<file path="config.mk">
export PLATFORM = sky130hd
export DESIGN_NAME = uart_tx_arbiter
export DESIGN_NICKNAME = d
export VERILOG_FILES = /design/src/rtl/uart_tx_arbiter.sv
export SDC_FILE = /design/constraint.sdc
export NUM_CORES = 1
export LEC_CHECK = 0
export BUFFER_PORTS_ARGS = -buffer_cell sky130_fd_sc_hd__buf_2
export CAP_MARGIN = 20
export CORE_UTILIZATION = 30
export CTS_BUF_LIST = sky130_fd_sc_hd__clkbuf_16
export CTS_CLUSTER_DIAMETER = 100
export DETAILED_ROUTE_END_ITERATION = 16
export PLACE_DENSITY = 0.52
export SYNTH_ARGS = -nofsm -noshare
export SYNTH_HDL_FRONTEND = slang
export SYNTH_SLANG_ARGS = --single-unit
</file>
<file path="constraint.sdc">
create_clock -name clk -period 4.13 [get_ports clk]
set_input_delay 0.413 -clock clk [delete_from_list [all_inputs] [get_ports clk]]
set_output_delay 0.413 -clock clk [all_outputs]
set_load 0.02 [all_outputs]
</file>
<file path="src/rtl/uart_tx_arbiter.sv">
// Packet-level round-robin arbiter for the UART transmitter FIFO write port.
// Latency: 1 grant cycle per packet, then bytes pass combinationally (0 cycles).
// Backpressure: tx_fifo_full_i removes ready from the granted requester; stalls release by timeout.
module uart_tx_arbiter #(
  parameter int NUM_REQ  = 3,
  parameter int TO_WIDTH = 16
) (
  input  logic                   clk,
  input  logic                   rst,
  input  logic                   arb_en_i,
  input  logic [TO_WIDTH-1:0]    timeout_i,
  input  logic [NUM_REQ-1:0]     req_valid_i,
  input  logic [NUM_REQ*8-1:0]   req_data_i,
  input  logic [NUM_REQ-1:0]     req_last_i,
  output logic [NUM_REQ-1:0]     req_ready_o,
  input  logic                   tx_fifo_full_i,
  output logic                   tx_fifo_write_o,
  output logic [7:0]             tx_data_o,
  output logic [NUM_REQ-1:0]     grant_o,
  output logic                   busy_o,
  output logic                   timeout_evt_o
);

  localparam int IW = (NUM_REQ > 1) ? $clog2(NUM_REQ) : 1;

  typedef enum logic {
    ARB_IDLE = 1'b0,
    ARB_XFER = 1'b1
  } arb_state_t;

  arb_state_t          r_state;
  logic [NUM_REQ-1:0]  r_grant;
  logic [IW-1:0]       r_gidx;
  logic [IW-1:0]       r_rr;
  logic [TO_WIDTH-1:0] r_cnt;
  logic                r_tevt;

  logic                w_found;
  logic [IW-1:0]       w_sel_idx;
  logic [IW:0]         w_k;
  logic [NUM_REQ-1:0]  w_sel_oh;
  logic                w_xfer;
  logic                w_vld_g;
  logic                w_last_g;
  logic                w_hs;
  logic                w_to_hit;
  logic [7:0]          w_data;

  // Round-robin search: first valid requester after the rr pointer, wrapping modulo NUM_REQ.
  always_comb begin
    w_found   = 1'b0;
    w_sel_idx = '0;
    w_k       = '0;
    for (int i = 1; i <= NUM_REQ; i++) begin
      w_k = {1'b0, r_rr} + (IW+1)'(i);
      if (w_k >= (IW+1)'(NUM_REQ)) begin
        w_k = w_k - (IW+1)'(NUM_REQ);
      end
      if (!w_found && req_valid_i[w_k[IW-1:0]]) begin
        w_found   = 1'b1;
        w_sel_idx = w_k[IW-1:0];
      end
    end
  end

  assign w_sel_oh = NUM_REQ'(1) << w_sel_idx;

  // Granted-requester view; only meaningful while a grant is held.
  assign w_xfer   = (r_state == ARB_XFER);
  assign w_vld_g  = w_xfer & req_valid_i[r_gidx];
  assign w_last_g = req_last_i[r_gidx];
  assign w_hs     = w_vld_g & ~tx_fifo_full_i;

  // Stall limit reached on this counting cycle; the wider add keeps a saturated counter from wrapping into a match.
  assign w_to_hit = (timeout_i != '0) &&
                    (({1'b0, r_cnt} + (TO_WIDTH+1)'(1)) == {1'b0, timeout_i});

  // Byte mux from the granted lane; all-zero grant yields 8'h00.
  always_comb begin
    w_data = 8'h00;
    for (int k = 0; k < NUM_REQ; k++) begin
      if (r_grant[k]) begin
        w_data = w_data | req_data_i[8*k +: 8];
      end
    end
  end

  assign req_ready_o     = w_xfer ? (r_grant & {NUM_REQ{~tx_fifo_full_i}}) : '0;
  assign tx_fifo_write_o = w_hs;
  assign tx_data_o       = w_data;
  assign grant_o         = r_grant;
  assign busy_o          = w_xfer;
  assign timeout_evt_o   = r_tevt;

  // Arbitration FSM: grant issue, packet lock until last byte, stall timeout release.
  always_ff @(posedge clk or posedge rst) begin
    if (rst) begin
      r_state <= ARB_IDLE;
      r_grant <= '0;
      r_gidx  <= '0;
      r_rr    <= IW'(NUM_REQ-1);
      r_cnt   <= '0;
      r_tevt  <= 1'b0;
    end else begin
      r_tevt <= 1'b0;
      case (r_state)
        ARB_IDLE: begin
          if (arb_en_i && w_found) begin
            r_grant <= w_sel_oh;
            r_gidx  <= w_sel_idx;
            r_cnt   <= '0;
            r_state <= ARB_XFER;
          end
        end
        ARB_XFER: begin
          if (w_hs) begin
            r_cnt <= '0;
            if (w_last_g) begin
              r_state <= ARB_IDLE;
              r_grant <= '0;
              r_rr    <= r_gidx;
            end
          end else if (!w_vld_g) begin
            if (w_to_hit) begin
              r_state <= ARB_IDLE;
              r_grant <= '0;
              r_rr    <= r_gidx;
              r_cnt   <= '0;
              r_tevt  <= 1'b1;
            end else if (r_cnt != '1) begin
              r_cnt <= r_cnt + TO_WIDTH'(1);
            end
          end
        end
        default: begin
          r_state <= ARB_IDLE;
          r_grant <= '0;
        end
      endcase
    end
  end

endmodule

</file>
# Yosys cells after proc, flatten, opt, wreduce, memory -nomap -nowiden
# Index checks and enable logic that the tools add are counted.
# word_totals
reg_bits	25
out_inout_bits	17
in_bits	50
elab_cells	99
# classes
n_lt_le_gt_ge	7
n_bitwise	7
add_sub_neg	8
muxes	49
reduce_logical	12
shift	1
eq_ne	9
# ops
operator	n
2-to-1 mux 16 bit	5
case mux 16 bit (2 select lines)	1
2-to-1 mux 8 bit	3
2-to-1 mux 2 bit	10
2-to-1 mux 3 bit	6
adder 16 x 1 -> 17 bit (second input constant)	1
== test 17 x 16 -> 1 bit	1
2-to-1 mux 1 bit	17
adder 16 x 1 -> 16 bit (second input constant)	1
inequality test 16 bit (second input constant)	1
OR 8 bit	2
nonzero test 16 bit	1
< comparator 2 x 3 -> 1 bit (second input constant)	4
binary-select mux 1 bit (select 2 bit)	5
greater-or-equal comparator 3 x 2 -> 1 bit (second input constant)	3
AND reduction 4 bit	2
adder 2 x 2 -> 3 bit (second input constant)	2
inequality test 3 x 2 -> 1 bit (second input constant)	2
case mux 3 bit (2 select lines)	1
subtractor 2 bit (second input constant)	3
logical AND 1 bit	4
inequality test 2 bit (second input constant)	2
inequality test 4 x 2 -> 1 bit (second input constant)	1
adder 2 x 1 -> 3 bit (second input constant)	1
other kinds (11)	14

# Longest topological paths before layout
# depth
word_depth	15
depth_mapped	11

# Worst setup path after synthesis
# No wires, ideal clock.
# synth_timing
path_type	register -> register
from	register r_rr[1]
to	register r_cnt[4]
arrival_ps	2857
required_time_ps	4012
setup_time_ps	118
path_slack_ps	1155
path_stages_with_launch	12
n_path_buf	2
synth_period_minus_slack_ps	2975
cell_sequence	dfstp_2 inv_1 ha_1 buf_2 mux2_2 a222oi_1 a21oi_1 a31oi_1 clkbuf_1 or3_1 a211oi_1 a21o_1
# synth_via
elab_chain_len	15
word_cells_on_any_way	28
classes_between	add/sub: 6; order compare: 3; eq/ne: 1; mux: 12; reduce/logical: 6
# synth_rtl
element	line_no	rtl
from (decl)	34	logic [IW-1:0] r_rr;
from (signal assigned)	101	r_rr <= IW'(NUM_REQ-1);
from (signal assigned)	121	r_rr <= r_gidx;
from (signal assigned)	127	r_rr <= r_gidx;
adder 2 x 1 -> 3 bit	55	w_k = {1'b0, r_rr} + (IW+1)'(i);
greater-or-equal comparator 3 x 2 -> 1 bit or subtractor 2 bit (tied branches)	56, 57	
2-to-1 mux 2 bit	56	if (w_k >= (IW+1)'(NUM_REQ)) begin
binary-select mux 1 bit (select 2 bit)	59	if (!w_found && req_valid_i[w_k[IW-1:0]]) begin
2-to-1 mux 1 bit (not written as such)	59	
2-to-1 mux 1 bit	59	
logical NOT 1 bit	59	
logical AND 1 bit	59	
2-to-1 mux 1 bit	59	
logical NOT 1 bit	59	
logical AND 1 bit	59	
2-to-1 mux 1 bit (*)	59	
logical AND 1 bit (*)	108	if (arb_en_i && w_found) begin
inequality test 2 bit (no line) (*)	n/a	
AND reduction 3 bit (no line) (*)	n/a	
to (signal assigned)	131	r_cnt <= r_cnt + TO_WIDTH'(1);
to (decl)	35	logic [TO_WIDTH-1:0] r_cnt;
# Mark *: on every way between the ends. The rest lies on a longest branch, timed or not. The select of a mux whose other input is x is not followed.
# A chain may end at the register's enable or synchronous reset.

# Final worst setup path
# layout_timing
from	register r_cnt[0]
to	register r_cnt[9]
# layout_via
elab_chain_len	7
word_cells_on_any_way	12
classes_between	add/sub: 2; eq/ne: 3; mux: 5; reduce/logical: 2
# layout_rtl
element	line_no	rtl
adder 16 x 1 -> 17 bit	76	(({1'b0, r_cnt} + (TO_WIDTH+1)'(1)) == {1'b0, timeout_i});
== test 17 x 16 -> 1 bit	76	
logical AND 1 bit	75	assign w_to_hit = (timeout_i != '0) &&
2-to-1 mux 16 bit	124	if (w_to_hit) begin
2-to-1 mux 16 bit	123	end else if (!w_vld_g) begin
2-to-1 mux 16 bit	116	if (w_hs) begin
case mux 16 bit (2 select lines)	106	case (r_state)
# Several ways; a longest one is shown, not always the timed one. The select of a mux whose other input is x is not followed.

==> flow_summary.json <==
{
  "die-area_um2": 8360,
  "cts_tree": "done",
  "syn_nets": 347,
  "dpl-instance-area_um2": 2760,
  "ys_ff_latch": 25,
  "io_buffers": 66,
  "antenna_found_initial": 0,
  "setup-tns-final_ns": 0,
  "cp_slowest_cell": "nor4_1",
  "period_minus_slack_ns": 3.26,
  "cts_resized": 0,
  "fmax_mhz": 307,
  "die_h_um": 91.4,
  "vdd_drop_max_mv": 0.162,
  "status": "finished, final reports clean",
  "via_count": 2398,
  "diodes": 0,
  "grt_pass1_wl_um": 11300,
  "syn_area_per_cell_um2": 8.19,
  "wl_per_cell_um": 15.4,
  "r2r-start": "r_cnt[0]$_DFFE_PP0P_",
  "cts_setup_buffers": 0,
  "cts_max_path_buffers": 2,
  "gp_congestion": 0.844,
  "grt_remaining_overflow": 0,
  "yosysSeqAreaShare_pct": 26.1,
  "crit_chain": "ha_1 > nand4_2 > nor4_1 > nand2b_1 > nand4_1 > and4bb_1 > buf_4 > nor3_1 > a221o_1",
  "period_share_pct": 78.9,
  "drt_wl_total_um": 6830,
  "cts.htree.levels": 1,
  "skew_ns": 0.00176,
  "cts-root-buf": "clkbuf_16",
  "multi_input_area_um2": 1590,
  "ys_warn_count": 0,
  "num_rows": 32,
  "r2r_end": "r_cnt[9]$_DFFE_PP0P_",
  "powerDensity_nw_per_um2": 487,
  "highest_layer": "met4",
  "grt_pass1_vias": 2337,
  "numCtsBuffers": 3,
  "r2r_setup_slack_ns": 0.87,
  "drive_gt1_share_pct": 25.7,
  "nFillCells": 787,
  "synth_cell_types": 55,
  "crit_family": "simple AND/OR/NAND/NOR gates",
  "path_class": "reg2reg",
  "hold_viol": 0,
  "synth-main-ff-cell": "dfrtp_1",
  "grt_usage_pct": 16.4,
  "r2r_cells": 9,
  "synth_top_area_cell": "dfrtp_1",
  "yosysMostFrequentCell": "dfrtp_1",
  "first_pass_iters": 4,
  "syn2layout_area_growth_pct": 19.4,
  "path_buf_inv": 1,
  "wl_met3_um": 407,
  "synth_area_leaders": "dfrtp_1, xnor2_1, a222oi_1",
  "whs_ns": 0.152,
  "post-place-cells": 439,
  "clk_pin_slew_ns": 0.06,
  "drv_slew": 0,
  "holdBufCountCts": 0,
  "cp.arrival_ns": 3.40,
  "setup_viol": 0,
  "coreArea_um2": 7730,
  "final_area_um2": 2870,
  "finalNetCount": 397,
  "ant_nets": 0,
  "startpoint": "r_cnt[0]$_DFFE_PP0P_",
  "cts_num_sinks": 25,
  "synth_common_cells": "dfrtp_1, nand2_1, inv_1, xnor2_1",
  "synthArstFlopShare_pct": 100,
  "layout.cells.non_filler": 444,
  "die-width_um": 91.4,
  "hpwl_um": 5320,
  "synth_cells": 293,
  "crit_path_end_kind": "flip-flop",
  "drv_cap": 0,
  "maxSlewHeadroom_pct": 50.2,
  "insertion_delay_ns": 0.26,
  "met2_length_um": 3170,
  "netlist.area_leader.share_pct": 25.0,
  "tightest_slew_ns": 0.747,
  "p_leak_nw": 1.26,
  "io_pins": 67,
  "seqCellArea_um2": 627,
  "critical_path_required_ns": 4.28,
  "rsz0062_at_grt": "false",
  "synth_edf_count": 0,
  "initial_core_util_pct": 31.1,
  "wl_met1_um": 3220,
  "grt_max_degree": 26,
  "hp-class": "in2async",
  "cp_max_fo": 12,
  "worst_setup_path_start_kind": "flip-flop",
  "viasPerCell": 5.40,
  "drc_errors": 0,
  "dr.first_iter.drc_count": 149,
  "synthesis.area_um2": 2400,
  "max_stage_delay_ns": 0.68
}
[cell usage in the layout, fill, tap and decap left out, drive strengths merged, types with 3 or more instances in the layout]
cell type and n:
buf 70, dfrtp 24, nand2 22, inv 17, xnor2 15, nand4 15
nor2 13, nor3 13, nand3 12, o21ai 11, o31ai 10, a22o 9
a222oi 9, xor2 9, mux2 7, nor4 7, a21oi 6, and3 6
or3 5, and2 5, nor2b 4, ha 4, o22ai 3, a31oi 3
o311ai 3, nand2b 3, nand3b 3, a21boi 3, a211oi 3, clkbuf 3
[worst register-to-register path, stage by stage (launching register included)]
cell and delay [ns]:
dfrtp_1 0.49, ha_1 0.35, nand4_2 0.24, nor4_1 0.68, nand2b_1 0.21, nand4_1 0.09, and4bb_1 0.50, buf_4 0.25
nor3_1 0.07, a221o_1 0.25
[report_power, final]
part           internal (mW)  switching [mW]
clock                  0.131          0.0869
combinational          0.314           0.447
sequential             0.298           0.121
[cell type report]
class                   count  area share [%]
multi-input cells         226            55.3
flip-flops and latches     25            21.9
repair buffers             70            13.3
well taps                 102            4.45
clock buffers               3            2.62
inverters                  17            2.23
clock inverters             1           0.262
[registers in the layout, indices dropped and copies added (netlist names)]
| name | cells |
|---|---|
| busy_o | 1 |
| grant_o | 3 |
| r_cnt | 16 |
| r_gidx | 2 |
| r_rr | 2 |
| timeout_evt_o | 1 |
[layer usage]
metal	up-vias	track usage (%)
met1	1101	21.8
met4	0	2.51
met3	4	2.18
met2	93	28.8
li1	1200	-
met5	-	0
[cell families (layout without fill, tap and decap cells)]
family	Yosys count	after routing	synth area share, %
buffers and inverters	42	91	7.82
flip-flops	25	25	26.1
adder cells (fa/ha/maj)	4	4	2.09
AO/OA/AOI/OAI	74	74	23.4
AND/OR/NAND/NOR	115	115	27.7
XOR/XNOR	24	24	8.76
multiplexers	9	9	4.12
[how the worst max path moves through the flow]
stage                                      end  slack [ns]  cells after the start
after floorplan           r_cnt[4]$_DFFE_PP0P_        1.16                     11
after global placement    r_cnt[0]$_DFFE_PP0P_        0.90                      9
after detailed placement  r_cnt[0]$_DFFE_PP0P_        0.87                      9
after CTS                 r_cnt[0]$_DFFE_PP0P_        0.85                      9
after global routing      r_cnt[0]$_DFFE_PP0P_        0.57                      9
final                     r_cnt[9]$_DFFE_PP0P_        0.87                      9
[metrics by stage]
stage	setup slack, ns	power, mW	utilization, %
2_1_floorplan	1.16	0.981	-
3_5_place_dp	0.866	1.18	35.7
6_report	0.872	1.40	37.1
4_1_cts	0.848	1.41	36.7
5_1_grt	0.568	1.52	37.1
3_3_place_gp	0.898	1.18	35.7
Note: power is estimated with default switching activity, not from simulation.
